File: config.mk
export PLATFORM = sky130hd
export DESIGN_NAME = game_referee
export DESIGN_NICKNAME = d
export VERILOG_FILES = /design/src/rtl/game_referee_pkg.sv /design/src/rtl/game_referee_score_counter.sv /design/src/rtl/game_referee.sv
export SDC_FILE = /design/constraint.sdc
export NUM_CORES = 1
export LEC_CHECK = 0
export BUFFER_PORTS_ARGS = -buffer_cell sky130_fd_sc_hd__buf_2
export CORE_UTILIZATION = 40
export CTS_BUF_LIST = sky130_fd_sc_hd__clkbuf_2
export DETAILED_ROUTE_END_ITERATION = 8
export PLACE_DENSITY_LB_ADDON = 0.12
export SETUP_SLACK_MARGIN = 0.5
export SLEW_MARGIN = 20
export SYNTH_ARGS = -nofsm -noshare
export SYNTH_HDL_FRONTEND = slang
export SYNTH_SLANG_ARGS = --single-unit
File: constraint.sdc
create_clock -name clk -period 3.48 [get_ports clk]
set_input_delay 1.044 -clock clk [delete_from_list [all_inputs] [get_ports clk]]
set_output_delay 1.044 -clock clk [all_outputs]
set_load 0.005 [all_outputs]
File: src/rtl/game_referee_pkg.sv
// game_referee_pkg: shared match-state encoding and playfield geometry for the volleyball game
package game_referee_pkg;

    typedef enum logic [1:0] {
        START   = 2'd0,
        DROP    = 2'd1,
        IN_GAME = 2'd2,
        END     = 2'd3
    } game_state_e;

    localparam int VBUF_W    = 320;
    localparam int VBUF_H    = 240;
    localparam int NET_POS_X = 160;
    localparam int NET_W     = 6;
    localparam int BALL_W    = 30;
    localparam int BALL_H    = 30;
    localparam int FLOOR_Y   = 220;

endpackage

File: src/rtl/game_referee_score_counter.sv
// score_counter: 4-bit saturating point counter that flags when the next point wins
module score_counter #(
    parameter int WIN_SCORE = 15
) (
    input  logic       clk,
    input  logic       reset_n,
    input  logic       inc,
    input  logic       clr,
    output logic [3:0] score,
    output logic       win_on_inc
);
    logic [3:0] score_q, score_d;

    // clear wins over increment; the count never moves past the winning score
    always_comb begin
        score_d = clr ? 4'd0 : (inc && score_q != 4'(WIN_SCORE)) ? score_q + 4'd1 : score_q;
    end

    // score register
    always_ff @(posedge clk) begin
        if (!reset_n) score_q <= 4'd0;
        else          score_q <= score_d;
    end

    assign score      = score_q;
    assign win_on_inc = (score_q == 4'(WIN_SCORE - 1));
endmodule

File: src/rtl/game_referee.sv
// game_referee: rally referee and match FSM; detects floor contact, scores points, sequences rallies
module game_referee
    import game_referee_pkg::*;
#(
    parameter int GROUND_Y       = 190,
    parameter int BALL_W         = 30,
    parameter int NET_CENTER_X   = 163,
    parameter int PLAYER_ON_LEFT = 1,
    parameter int WIN_SCORE      = 15,
    parameter int DROP_CYCLES    = 100_000_000
) (
    input  logic        clk,
    input  logic        reset_n,
    input  logic        start_btn,
    input  logic [11:0] ball_x,
    input  logic [11:0] ball_y,
    output logic [1:0]  game_state,
    output logic        who_win,
    output logic [3:0]  player_score,
    output logic [3:0]  npc_score,
    output logic        point_pulse
);
    localparam int CW = (DROP_CYCLES > 2) ? $clog2(DROP_CYCLES) : 1;
    localparam logic [CW-1:0] CNT_LAST = CW'(DROP_CYCLES - 1);

    game_state_e   state_q, state_d;
    logic [CW-1:0] cnt_q, cnt_d;
    logic          armed_q, armed_d;
    logic          who_q, who_d;
    logic          pulse_q, pulse_d;
    logic          inc_p, inc_n, clr;
    logic          p_win_next, n_win_next;
    logic [12:0]   centre;
    logic          left_side, npc_scores, ground_hit, match_over;

    // landing side decode: centre on the net line counts as the right side
    always_comb begin
        centre     = {1'b0, ball_x} + 13'(BALL_W / 2);
        left_side  = centre < 13'(NET_CENTER_X);
        npc_scores = (left_side == (PLAYER_ON_LEFT != 0));
        ground_hit = armed_q && (ball_y >= 12'(GROUND_Y));
        match_over = npc_scores ? n_win_next : p_win_next;
    end

    // next-state logic for the match FSM, drop timer and rally bookkeeping
    always_comb begin
        state_d = state_q;
        cnt_d   = cnt_q;
        armed_d = armed_q;
        who_d   = who_q;
        pulse_d = 1'b0;
        inc_p   = 1'b0;
        inc_n   = 1'b0;
        clr     = 1'b0;
        case (state_q)
            START: begin
                if (start_btn) begin
                    state_d = DROP;
                    cnt_d   = '0;
                end
            end
            DROP: begin
                cnt_d = cnt_q + 1'b1;
                if (cnt_q == CNT_LAST) begin
                    state_d = IN_GAME;
                    armed_d = 1'b0;
                end
            end
            IN_GAME: begin
                armed_d = 1'b1;
                if (ground_hit) begin
                    inc_p   = !npc_scores;
                    inc_n   = npc_scores;
                    who_d   = npc_scores;
                    pulse_d = 1'b1;
                    state_d = match_over ? END : DROP;
                    cnt_d   = '0;
                end
            end
            END: begin
                if (start_btn) begin
                    clr     = 1'b1;
                    who_d   = 1'b0;
                    state_d = DROP;
                    cnt_d   = '0;
                end
            end
        endcase
    end

    // match state registers
    always_ff @(posedge clk) begin
        if (!reset_n) begin
            state_q <= START;
            cnt_q   <= '0;
            armed_q <= 1'b0;
            who_q   <= 1'b0;
            pulse_q <= 1'b0;
        end else begin
            state_q <= state_d;
            cnt_q   <= cnt_d;
            armed_q <= armed_d;
            who_q   <= who_d;
            pulse_q <= pulse_d;
        end
    end

    score_counter #(.WIN_SCORE(WIN_SCORE)) u_player (
        .clk        (clk),
        .reset_n    (reset_n),
        .inc        (inc_p),
        .clr        (clr),
        .score      (player_score),
        .win_on_inc (p_win_next)
    );

    score_counter #(.WIN_SCORE(WIN_SCORE)) u_npc (
        .clk        (clk),
        .reset_n    (reset_n),
        .inc        (inc_n),
        .clr        (clr),
        .score      (npc_score),
        .win_on_inc (n_win_next)
    );

    assign game_state  = state_q;
    assign who_win     = who_q;
    assign point_pulse = pulse_q;
endmodule

Word-level counts from Yosys, hierarchy flattened. Cells that the tools add are included.

Bits in registers: 40. Output and inout port bits: 12. Logic and storage cells: 61.

Add/subtract/negate cells: 4. $lt $le $gt $ge: 2. Equal/unequal tests: 12. Mux-type cells: 21. Bitwise gates (word level): 1. Reductions and logical operators: 14.

Operators by type and width (count): $pmux 27 s3 (1); $mux 27 (2); $add 27x1->27 const B (1); $eq 27x27->1 const B (1); $add 12x4->13 const B (1); $lt 13x8->1 const B (1); $ge 12x8->1 const B (1); $mux 1 (11); $add 4x1->4 const B (2); $eq 4x4->1 const B (2); $mux 2 (4); $ne 4x4->1 const B (2); $ne 2x2->1 const B (3); $pmux 2 s3 (1); $reduce_and 2->1 (3); $reduce_and 3->1 (2); $eq 2x2->1 const B (2); $pmux 1 s2 (2); $reduce_bool 2->1 (2); $reduce_or 2->1 (2); $logic_and 1x1->1 (3); $eq 2x1->1 const B (1); $logic_not 2->1 (1); $ne 2x1->1 const B (1); 2 further kinds (2).

Depth between registers and ports, before layout. Gate-level depths: netlist of run 1.

Depth in word-level cells: 6. Depth in mapped cells: 9. Depth with buffers taken out: 8.

Modules after synthesis. A second synthesis of run 1 with hierarchy kept.

Cells, all modules: 281. Area, all modules: 2283.4 um2.

By module, submodules not included: game_referee (times used 1, cells an instance 235, area each 1860.5 um2); score_counter (times used 2, cells an instance 23, area each 211.5 um2).

Least setup slack after synthesis of run 1. No wires, ideal clock.

Path type: input to register. Start point: in ball_y[2]. End point: reg cnt_q[0]. Setup time: 128 ps. Arrival time: 2701 ps. Data required time: 3352 ps. Path slack: 651 ps. Stages: 8. Cell sequence: nand4_1 o211ai_1 a21oi_1 clkbuf_1 or2_2 o21ai_1 clkbuf_1 nor2_1.

Longest elaborated chain between the ends: 4.

Ends and longest elaborated chain: start, declared (line game_referee.sv:16) `input logic [11:0] ball_y,`; $ge 12x8->1 (line game_referee.sv:41) `ground_hit = armed_q && (ball_y >= 12'(GROUND_Y));`; $logic_and 1x1->1 (line game_referee.sv:41); $ne 2x2->1 (no line); $reduce_and 2->1 (no line); end signal, assigned (line game_referee.sv:101) `cnt_q <= cnt_d;`; end, declared (line game_referee.sv:27) `logic [CW-1:0] cnt_q, cnt_d;`.

No other way between the ends. A chain may end at the register's enable or synchronous reset.

Worst setup path in the final report of run 1.
Start point: in ball_y[2]. End point: reg cnt_q[15].

Same word-level chain as after synthesis.

==> results.cfg, run 1 <==
[run_status]
outcome = finished, final reports clean

[yosys]
ys_warn_count = 0
yosysTopAreaCell = dfxtp_1
syn_inst = 271
synth-async-reset-ratio_pct = 0
yosysSeqAreaShare_pct = 35.5
synthDistinctLibCells = 51
synthTopCellsByArea = dfxtp_1 (35%), xnor2_1 (6.6%), a21oi_1 (4.7%)
synth_flop_cell = dfxtp_1
synth.avg_cell_area_sq_um = 8.33
syn-num-nets = 306
synth_top_area_share_pct = 35.5
synth_top_cells_by_count = dfxtp_1 (40), nor2_1 (27), nand2_1 (23), a21oi_1 (21), xnor2_1 (17)
ys_ff_latch = 40
synth-edff-count = 0
syn_area_sq_um = 2260
yosysMostFrequentCell = dfxtp_1

[layout]
fin_nets = 344
stdcell_count = 379
diodes = 0
drive_gt1_share_pct = 19.4
syn2layout_area_growth_pct = 13.8

[worst_setup_path]
cp.required_ns = 3.82
critPathCaptureType = register
crit_path_top_delay_cell = or4_1
crit_chain = buf_2, nand4_1, o211ai_1, a21oi_1, buf_12, or3_4, or4_1, a21oi_1
critPathMaxFanout = 20
critPathArrivalTime_ns = 3.07
cp_common_cell = a21oi_1
cp_top_family = simple AND/OR/NAND/NOR gates
start_kind = input pin
path_buf_inv = 2
critical_path.max_stage_delay_ns = 0.52
critPathKind = input pin to register

[power_and_ir_drop]
irDropWorstVdd_uv = 241
power_density_nw_per_um2 = 380
intPower_mw = 0.632
power_frac_seq_pct = 50.9
switching_share_pct = 35.3
pwr-share-comb_pct = 28.9
clockPowerShare_pct = 20.2
power.leakage_nw = 0.910
p_switching_mw = 0.344

[grt]
grt-busiest-layer = met2
grt_use_met1_pct = 23.7
grt_max_degree = 28
overflow = 0
grt_pass1_vias = 1843
use_met2_pct = 27.2
grt_pass1_wl_microns = 8420
track_usage_pct = 17.7
antenna_found_initial = 0
use_met3_pct = 4.29

[timing]
worstMarginPinSlew_ns = 0.580
timing.slew.headroom_pct = 61.0
hold_viol = 0
slew_viol_final = 0
setup_tns_ns = 0
finalSetupViolCount = 0
fin_crit_sh_pct = 78.4
layout_setup_ws_ns = 0.750
fin_crit_ns = 2.73
clock_skew_ns = 0.00735
max_clock_freq_mhz = 366
rsz0062_at_grt = false

[routing]
wl_per_cell_microns = 13.0
routed_wl_microns = 4950
drc = 0
routed-via-count = 2108
first_pass_iters = 4
antenna_violating_nets_post_route = 0
drt-initial-drc-count = 72
vias_per_cell = 5.56

[floorplan]
core_area_sq_um = 5270
ios = 39
rows = 26
die_x_microns = 77.1
fp.dieH_microns = 77.1
start_util_pct = 42.9
dieArea_sq_um = 5950

[clock_network]
numClockSinks = 40
tritoncts = yes
clk_path_buf_depth = 2
htree_num_levels = 2
cts.clk_slew.worst_paths_ns = 0.19
insertion_delay_ns = 0.39
post_cts_buffers = 0
cts_buffers = 5
clock-root-buffer = clkbuf_2

[placed_design]
place_ws_ns = 0.188
port_buffers = 37
dp_hpwl_microns = 3470
placed_cells = 372
gp_congestion = 0.785

[flow_run]
cap_violations = 0

[min_path]
hp-class = register to register
flip-flops by register name, summed over array words and instances, names as in the netlist:
signal	cells
cnt_q	27
who_win	1
armed_q	1
u_player.score	4
point_pulse	1
game_state	2
u_npc.score	4
cells in the final DEF (no fill, tap or decap), types with 6 or more instances in the layout:
cell,n
o21ai_0,9
or3_1,6
o31ai_1,6
nor4_1,13
nand3_1,13
nand4_1,8
clkbuf_2,6
nand2_1,23
buf_2,37
nor2_1,27
a21oi_1,21
or4_1,7
inv_1,9
ha_1,8
xnor2_1,17
dfxtp_1,40
timing repair:
action / in CTS / in global routing
hold buffers: 0 / 0
resized for setup: 0 / 1
setup endpoints to repair: 0 / 4
logic make-up after synthesis:
kind of cell	count (synthesis)	synth area share, %
mux	2	0.886
compound gates	59	17.2
buf+inv	18	3.27
simple gates	125	31.4
flops	40	35.5
fa+ha+maj	8	4.43
xor+xnor	19	7.37
through the flow:
step	hold slack [ns]	power, mW	utilization, %	cell area [sq um]
floorplan	0.454	0.686	-	2260
global placement	0.468	0.786	48.0	2530
detailed placement	0.468	0.785	48.0	2530
CTS	0.496	0.988	48.7	2560
global route	0.507	1.04	48.8	2570
finish	0.495	0.976	48.8	2570
final cells by class:
| class | instances | area, sq um |
|---|---|---|
| sequential | 40 | 801 |
| clock buffer | 6 | 30.0 |
| tap | 70 | 87.6 |
| fill | 546 | 2700 |
| clock inverter | 1 | 5.00 |
| multi-input combinational | 213 | 1390 |
| timing repair buffer | 40 | 220 |
| inverter | 9 | 33.8 |
layer usage:
metal	wire, microns	vias up
li1	-	1095
met1	2530	964
met2	2070	44
met3	281	5
met4	67	0
met5	0	-
worst paths after layout:
path | depth (start not counted) | slack [ns] | from | to
hold / removal | 2 | 0.50 | who_win$_SDFFE_PN0P_ | who_win$_SDFFE_PN0P_
hold reg to reg | 2 | 0.50 | who_win$_SDFFE_PN0P_ | who_win$_SDFFE_PN0P_
setup reg to reg | 8 | 1.02 | game_state[0]$_SDFFE_PN0P_ | cnt_q[15]$_SDFFE_PN0P_
setup / recovery | 8 | 0.75 | ball_y[2] | cnt_q[15]$_SDFFE_PN0P_
worst register-to-register path, stage by stage (launching register included):
cell and delay (ns):
dfxtp_1 0.46, inv_1 0.08, ha_1 0.28, inv_1 0.16, a21oi_1 0.09, buf_12 0.18
or3_4 0.48, or4_1 0.53, a21oi_1 0.15
power groups by stage:
stage / Sequential (mW) / Combinational, mW / Clock, mW
after global routing: 0.500 / 0.317 / 0.227
after detailed placement: 0.506 / 0.278 / 0
final: 0.497 / 0.282 / 0.197
after CTS: 0.497 / 0.281 / 0.210
after floorplan: 0.503 / 0.183 / 0
after global placement: 0.507 / 0.280 / 0
Power figures use the tool's default switching activity.
==> inputs of run 2 (changes only) <==
--- a/config.mk
+++ b/config.mk
@@ -5,6 +5,7 @@
 export SDC_FILE = /design/constraint.sdc
 export NUM_CORES = 1
 export LEC_CHECK = 0
+export ABC_AREA = 1
 export BUFFER_PORTS_ARGS = -buffer_cell sky130_fd_sc_hd__buf_2
 export CORE_UTILIZATION = 40
 export CTS_BUF_LIST = sky130_fd_sc_hd__clkbuf_2
==> constraint.sdc (replaced) <==
create_clock -name clk -period 2.44 [get_ports clk]
set_input_delay 0.732 -clock clk [delete_from_list [all_inputs] [get_ports clk]]
set_output_delay 0.732 -clock clk [all_outputs]
set_load 0.005 [all_outputs]
==> results.cfg, run 2 <==
[floorplan]
ios = 39
fp.dieH_microns = 84.3
rows = 29
core_area_sq_um = 6460
dieArea_sq_um = 7100
start_util_pct = 41.9
die_x_microns = 84.3

[yosys]
syn_area_sq_um = 2710
ys_ff_latch = 40
syn-num-nets = 468
yosysMostFrequentCell = nand2_1
synth_top_cells_by_count = nand2_1 (118), nor2_1 (60), inv_1 (43), dfxtp_1 (40), a21oi_1 (30)
synth_flop_cell = dfxtp_1
synth-edff-count = 0
synthDistinctLibCells = 34
synth_top_area_share_pct = 29.6
synth-async-reset-ratio_pct = 0
synthTopCellsByArea = dfxtp_1 (30%), nand2_1 (16%), nor2_1 (8.3%)
yosysSeqAreaShare_pct = 29.6
synth.avg_cell_area_sq_um = 6.26
yosysTopAreaCell = dfxtp_1
syn_inst = 433
ys_warn_count = 0

[grt]
overflow = 0
grt_pass1_wl_microns = 11400
antenna_found_initial = 0
track_usage_pct = 19.4
grt_pass1_vias = 2536
grt_max_degree = 16

[routing]
first_pass_iters = 6
drc = 4
routed_wl_microns = 6520
vias_per_cell = 5.06
drt-initial-drc-count = 106
wl_per_cell_microns = 11.8
routed-via-count = 2802
antenna_violating_nets_post_route = 0

[clock_network]
ctsHoldBuffers = 0
ctsResizeCount = 0
tritoncts = yes
insertion_delay_ns = 0.42
cts.clk_slew.worst_paths_ns = 0.20
post_cts_buffers = 0
numClockSinks = 40
clock-root-buffer = clkbuf_2
cts_buffers = 5
clk_path_buf_depth = 2
htree_num_levels = 2

[power_and_ir_drop]
clockPowerShare_pct = 17.6
switching_share_pct = 41.2
pwr-share-comb_pct = 37.4
p_switching_mw = 0.679
irDropWorstVdd_uv = 377
intPower_mw = 0.968
power_density_nw_per_um2 = 532
power.leakage_nw = 1.23
power_frac_seq_pct = 45.0

[timing]
slew_viol_final = 0
fin_crit_sh_pct = 73.8
timing.hold.ws_ns = 0.478
timing.slew.headroom_pct = 77.7
setup_tns_ns = 0
finalSetupViolCount = 0
max_clock_freq_mhz = 555
clock_skew_ns = 0.0386
worstMarginPinSlew_ns = 0.334
rsz0062_at_grt = false
hold_viol = 0
fin_crit_ns = 1.80

[worst_setup_path]
critPathKind = input pin to register
start_kind = input pin
crit_path_top_delay_cell = ha_4
critPathMaxFanout = 8
cp_common_cell = nand2_1
critPathCaptureType = register
critPathArrivalTime_ns = 2.17
crit_chain = buf_2, inv_4, ha_4, nor2_1, nor2_1, nand2_1, inv_1, nand3_1, nand2_1, nand2_1, nand2_4, nand3_4, nand3b_1, a21oi_1
cp_top_family = simple AND/OR/NAND/NOR gates
path_buf_inv = 3
cp.required_ns = 2.80
critical_path.max_stage_delay_ns = 0.25

[layout]
mostFrequentLayoutCells = nand2_1 (116), nor2_1 (60), inv_1 (41)
fin_nets = 512
fillers = 724
diodes = 0
regMostFlops = cnt_q
largest_reg_flops = 27
drive_gt1_share_pct = 17.2
postLayoutCellArea_sq_um = 3100
syn2layout_area_growth_pct = 14.3
final_common_cell = nand2_1

[run_status]
outcome = finished, violations left
violations = design-rule violations

[placed_design]
port_buffers = 37
dpl_cell_area_sq_um = 3040
gp_congestion = 0.910
dp_hpwl_microns = 5120

[flow_run]
cap_violations = 0

[min_path]
hp-class = register to register
[run 2: worst min-delay path, stage by stage (launching register included)]
cell and delay, ns:
dfxtp_1 0.35, nand2_1 0.06, a21oi_1 0.05
[run 2: area by class of cell]
class	instances	area [sq um]	area share (%)
Clock inverter	1	5.00	0.162
Clock buffer	6	30.0	0.970
Inverter	47	179	5.78
Timing Repair Buffer	42	223	7.19
Multi-Input combinational cell	341	1760	56.8
Sequential cell	40	806	26.0
Tap cell	77	96.3	3.11
[run 2: final timing paths]
| kind | startpoint | end | slack (ns) | cells after the start |
|---|---|---|---|---|
| setup / recovery | ball_x[0] | u_npc.score[2]$_SDFFE_PP0P_ | 0.64 | 14 |
| hold reg to reg | who_win$_SDFFE_PN0P_ | who_win$_SDFFE_PN0P_ | 0.48 | 2 |
| hold / removal | who_win$_SDFFE_PN0P_ | who_win$_SDFFE_PN0P_ | 0.48 | 2 |
| setup reg to reg | cnt_q[0]$_SDFFE_PN0P_ | armed_q$_SDFFE_PN0P_ | 0.66 | 9 |
[run 2: logic make-up after synthesis]
group                      count (synthesis)  share of synthesized area, %
AOI/OAI and AO/OA                         50                          9.88
xor gates and xnor gates                  15                          4.85
adders and majority gates                  8                          3.70
buffers and inverters                     52                          7.39
DFF                                       40                          29.6
muxes                                      1                         0.370
and+or+nand+nor                          267                          44.2
[run 2: power groups by stage]
| stage | logic [mW] | registers (mW) | clock network, mW |
|---|---|---|---|
| final | 0.616 | 0.741 | 0.290 |
| after global routing | 0.701 | 0.747 | 0.317 |
| after CTS | 0.617 | 0.734 | 0.302 |
| after detailed placement | 0.614 | 0.747 | 0 |
| after global placement | 0.605 | 0.746 | 0 |
| after floorplan | 0.425 | 0.732 | 0 |
[run 2: routing by layer]
| layer | wire, microns | track usage (%) | vias up | share of wire (%) |
|---|---|---|---|---|
| li1 | - | - | 1498 | - |
| met1 | 3280 | 26.1 | 1257 | 50 |
| met2 | 2930 | 32.1 | 40 | 45 |
| met3 | 242 | 2.46 | 7 | 3.7 |
| met4 | 65 | 6.27 | 0 | 1.0 |
| met5 | 0 | 0 | - | 0 |
[run 2: metrics by stage]
stage	cells	total power, mW	setup WS, ns	util (%)
5_1_grt	554	1.77	0.514	47.9
2_1_floorplan	433	1.16	0.503	-
6_report	554	1.65	0.638	47.9
3_5_place_dp	547	1.36	0.176	47.1
3_3_place_gp	547	1.35	0.191	47.1
4_1_cts	554	1.65	0.526	47.6
==> inputs of run 3 (changes only) <==
--- a/config.mk
+++ b/config.mk
@@ -5,7 +5,7 @@
 export SDC_FILE = /design/constraint.sdc
 export NUM_CORES = 1
 export LEC_CHECK = 0
-export ABC_AREA = 1
+export ABC_AREA = 0
 export BUFFER_PORTS_ARGS = -buffer_cell sky130_fd_sc_hd__buf_2
 export CORE_UTILIZATION = 40
 export CTS_BUF_LIST = sky130_fd_sc_hd__clkbuf_2
==> constraint.sdc (replaced) <==
create_clock -name clk -period 1.7 [get_ports clk]
set_input_delay 0.51 -clock clk [delete_from_list [all_inputs] [get_ports clk]]
set_output_delay 0.51 -clock clk [all_outputs]
set_load 0.005 [all_outputs]
==> results.cfg, run 3 (same netlist as run 1, synthesis figures left out) <==
[layout]
final_core_util_pct = 84.3
stdcell_count = 491
postLayoutCellArea_sq_um = 4440
regMostFlops = cnt_q
largest_reg_flops = 27
fin_nets = 455
syn2layout_area_growth_pct = 96.6
mostFrequentLayoutCells = buf_4 (82), buf_6 (36), nand2_1 (21), buf_2 (21), dfxtp_2 (19)
drive_gt1_share_pct = 66.5
diodes = 0
fillers = 278
final_common_cell = buf_4

[placed_design]
placed_cells = 439
place_ws_ns = -0.658
port_buffers = 37
dpl_cell_area_sq_um = 3260
dp_hpwl_microns = 4460
gp_congestion = 0.772

[routing]
drt-initial-drc-count = 93
drc = 0
routed-via-count = 2740
antenna_violating_nets_post_route = 0
wl_per_cell_microns = 16.9
vias_per_cell = 5.58
first_pass_iters = 4
routed_wl_microns = 8280

[timing]
rsz0062_at_grt = true
slew_viol_final = 0
layout_setup_ws_ns = -0.289
max_clock_freq_mhz = 503
fin_crit_ns = 1.99
clock_skew_ns = 0.0339
timing.slew.headroom_pct = 71.8
worstMarginPinSlew_ns = 0.422
hold_viol = 0
timing.hold.ws_ns = 0.374
fin_crit_sh_pct = 117
finalSetupViolCount = 39

[grt]
grt_max_degree = 15
grt_pass1_vias = 2771
overflow = 0
grt_pass1_wl_microns = 12500
track_usage_pct = 26.4
antenna_found_initial = 0

[power_and_ir_drop]
power.leakage_nw = 1.65
irDropWorstVdd_uv = 539
power_density_nw_per_um2 = 743

[worst_setup_path]
critPathCaptureType = register
critical_path.max_stage_delay_ns = 0.52
cp_top_family = simple AND/OR/NAND/NOR gates
start_kind = register
cp.required_ns = 2.08
critPathKind = register to register
critPathMaxFanout = 4
critPathArrivalTime_ns = 2.37
crit_path_top_delay_cell = or4_4
path_buf_inv = 0
crit_chain = nand3_1, nor3_4, nand4_4, or4_4, or3_4, a21oi_2

[floorplan]
rows = 26
ios = 39
start_util_pct = 42.9
fp.dieH_microns = 77.1
dieArea_sq_um = 5950
die_x_microns = 77.1
core_area_sq_um = 5270

[clock_network]
insertion_delay_ns = 0.41
clk_path_buf_depth = 2
ctsHoldBuffers = 0
clock-root-buffer = clkbuf_2
tritoncts = yes
htree_num_levels = 2
cts.clk_slew.worst_paths_ns = 0.23
cts_buffers = 5
numClockSinks = 40

[run_status]
violations = negative setup slack
outcome = finished, violations left

[flow_run]
cap_violations = 0

[min_path]
hp-class = input pin to register
==> run 3: per-stage QoR <==
step                      power [mW]  TNS [ns]
final                           3.30     -5.88
after global routing            3.43     -7.56
after CTS                       3.08     -4.43
after detailed placement        1.91    -18.86
after global placement          1.89    -18.16
after floorplan                 1.59     -9.93
==> run 3: metal layers <==
| layer | track usage [%] | vias up | wire, microns |
|---|---|---|---|
| li1 | - | 1317 | - |
| met1 | 29.9 | 1318 | 3480 |
| met2 | 47.9 | 78 | 4260 |
| met3 | 3.81 | 27 | 263 |
| met4 | 12.6 | 0 | 276 |
| met5 | 0 | - | 0 |
==> run 3: power by group <==
group / internal, mW / switching (mW)
registers: 0.982 / 0.0370
clock network: 0.0922 / 0.328
logic: 1.02 / 0.843
total: 2.09 / 1.21
==> run 3: area by class of cell <==
cell class,count,area (sq um),area share [%]
Multi-Input combinational cell,214,2060,46.4
Tap cell,70,87.6,1.97
Clock buffer,5,25.0,0.564
Clock inverter,3,13.8,0.310
Inverter,9,41.3,0.930
Timing Repair Buffer,150,1370,30.9
Sequential cell,40,840,18.9
==> run 3: what timing repair did <==
action	4_1_cts	5_1_grt
gates cloned	5	0
pin swaps	44	14
resized for setup	89	69
buffers inserted	32	7
endpoints found under the hold margin	0	0
setup endpoints to repair	51	52
==> run 3: final timing paths <==
kind / from / end / slack [ns] / cells past startpoint
min reg2reg: cnt_q[15]$_SDFFE_PN0P_ / cnt_q[15]$_SDFFE_PN0P_ / 0.52 / 2
max reg2reg: cnt_q[12]$_SDFFE_PN0P_ / cnt_q[22]$_SDFFE_PN0P_ / -0.29 / 6
max: cnt_q[12]$_SDFFE_PN0P_ / cnt_q[22]$_SDFFE_PN0P_ / -0.29 / 6
min: reset_n / game_state[0]$_SDFFE_PN0P_ / 0.37 / 2
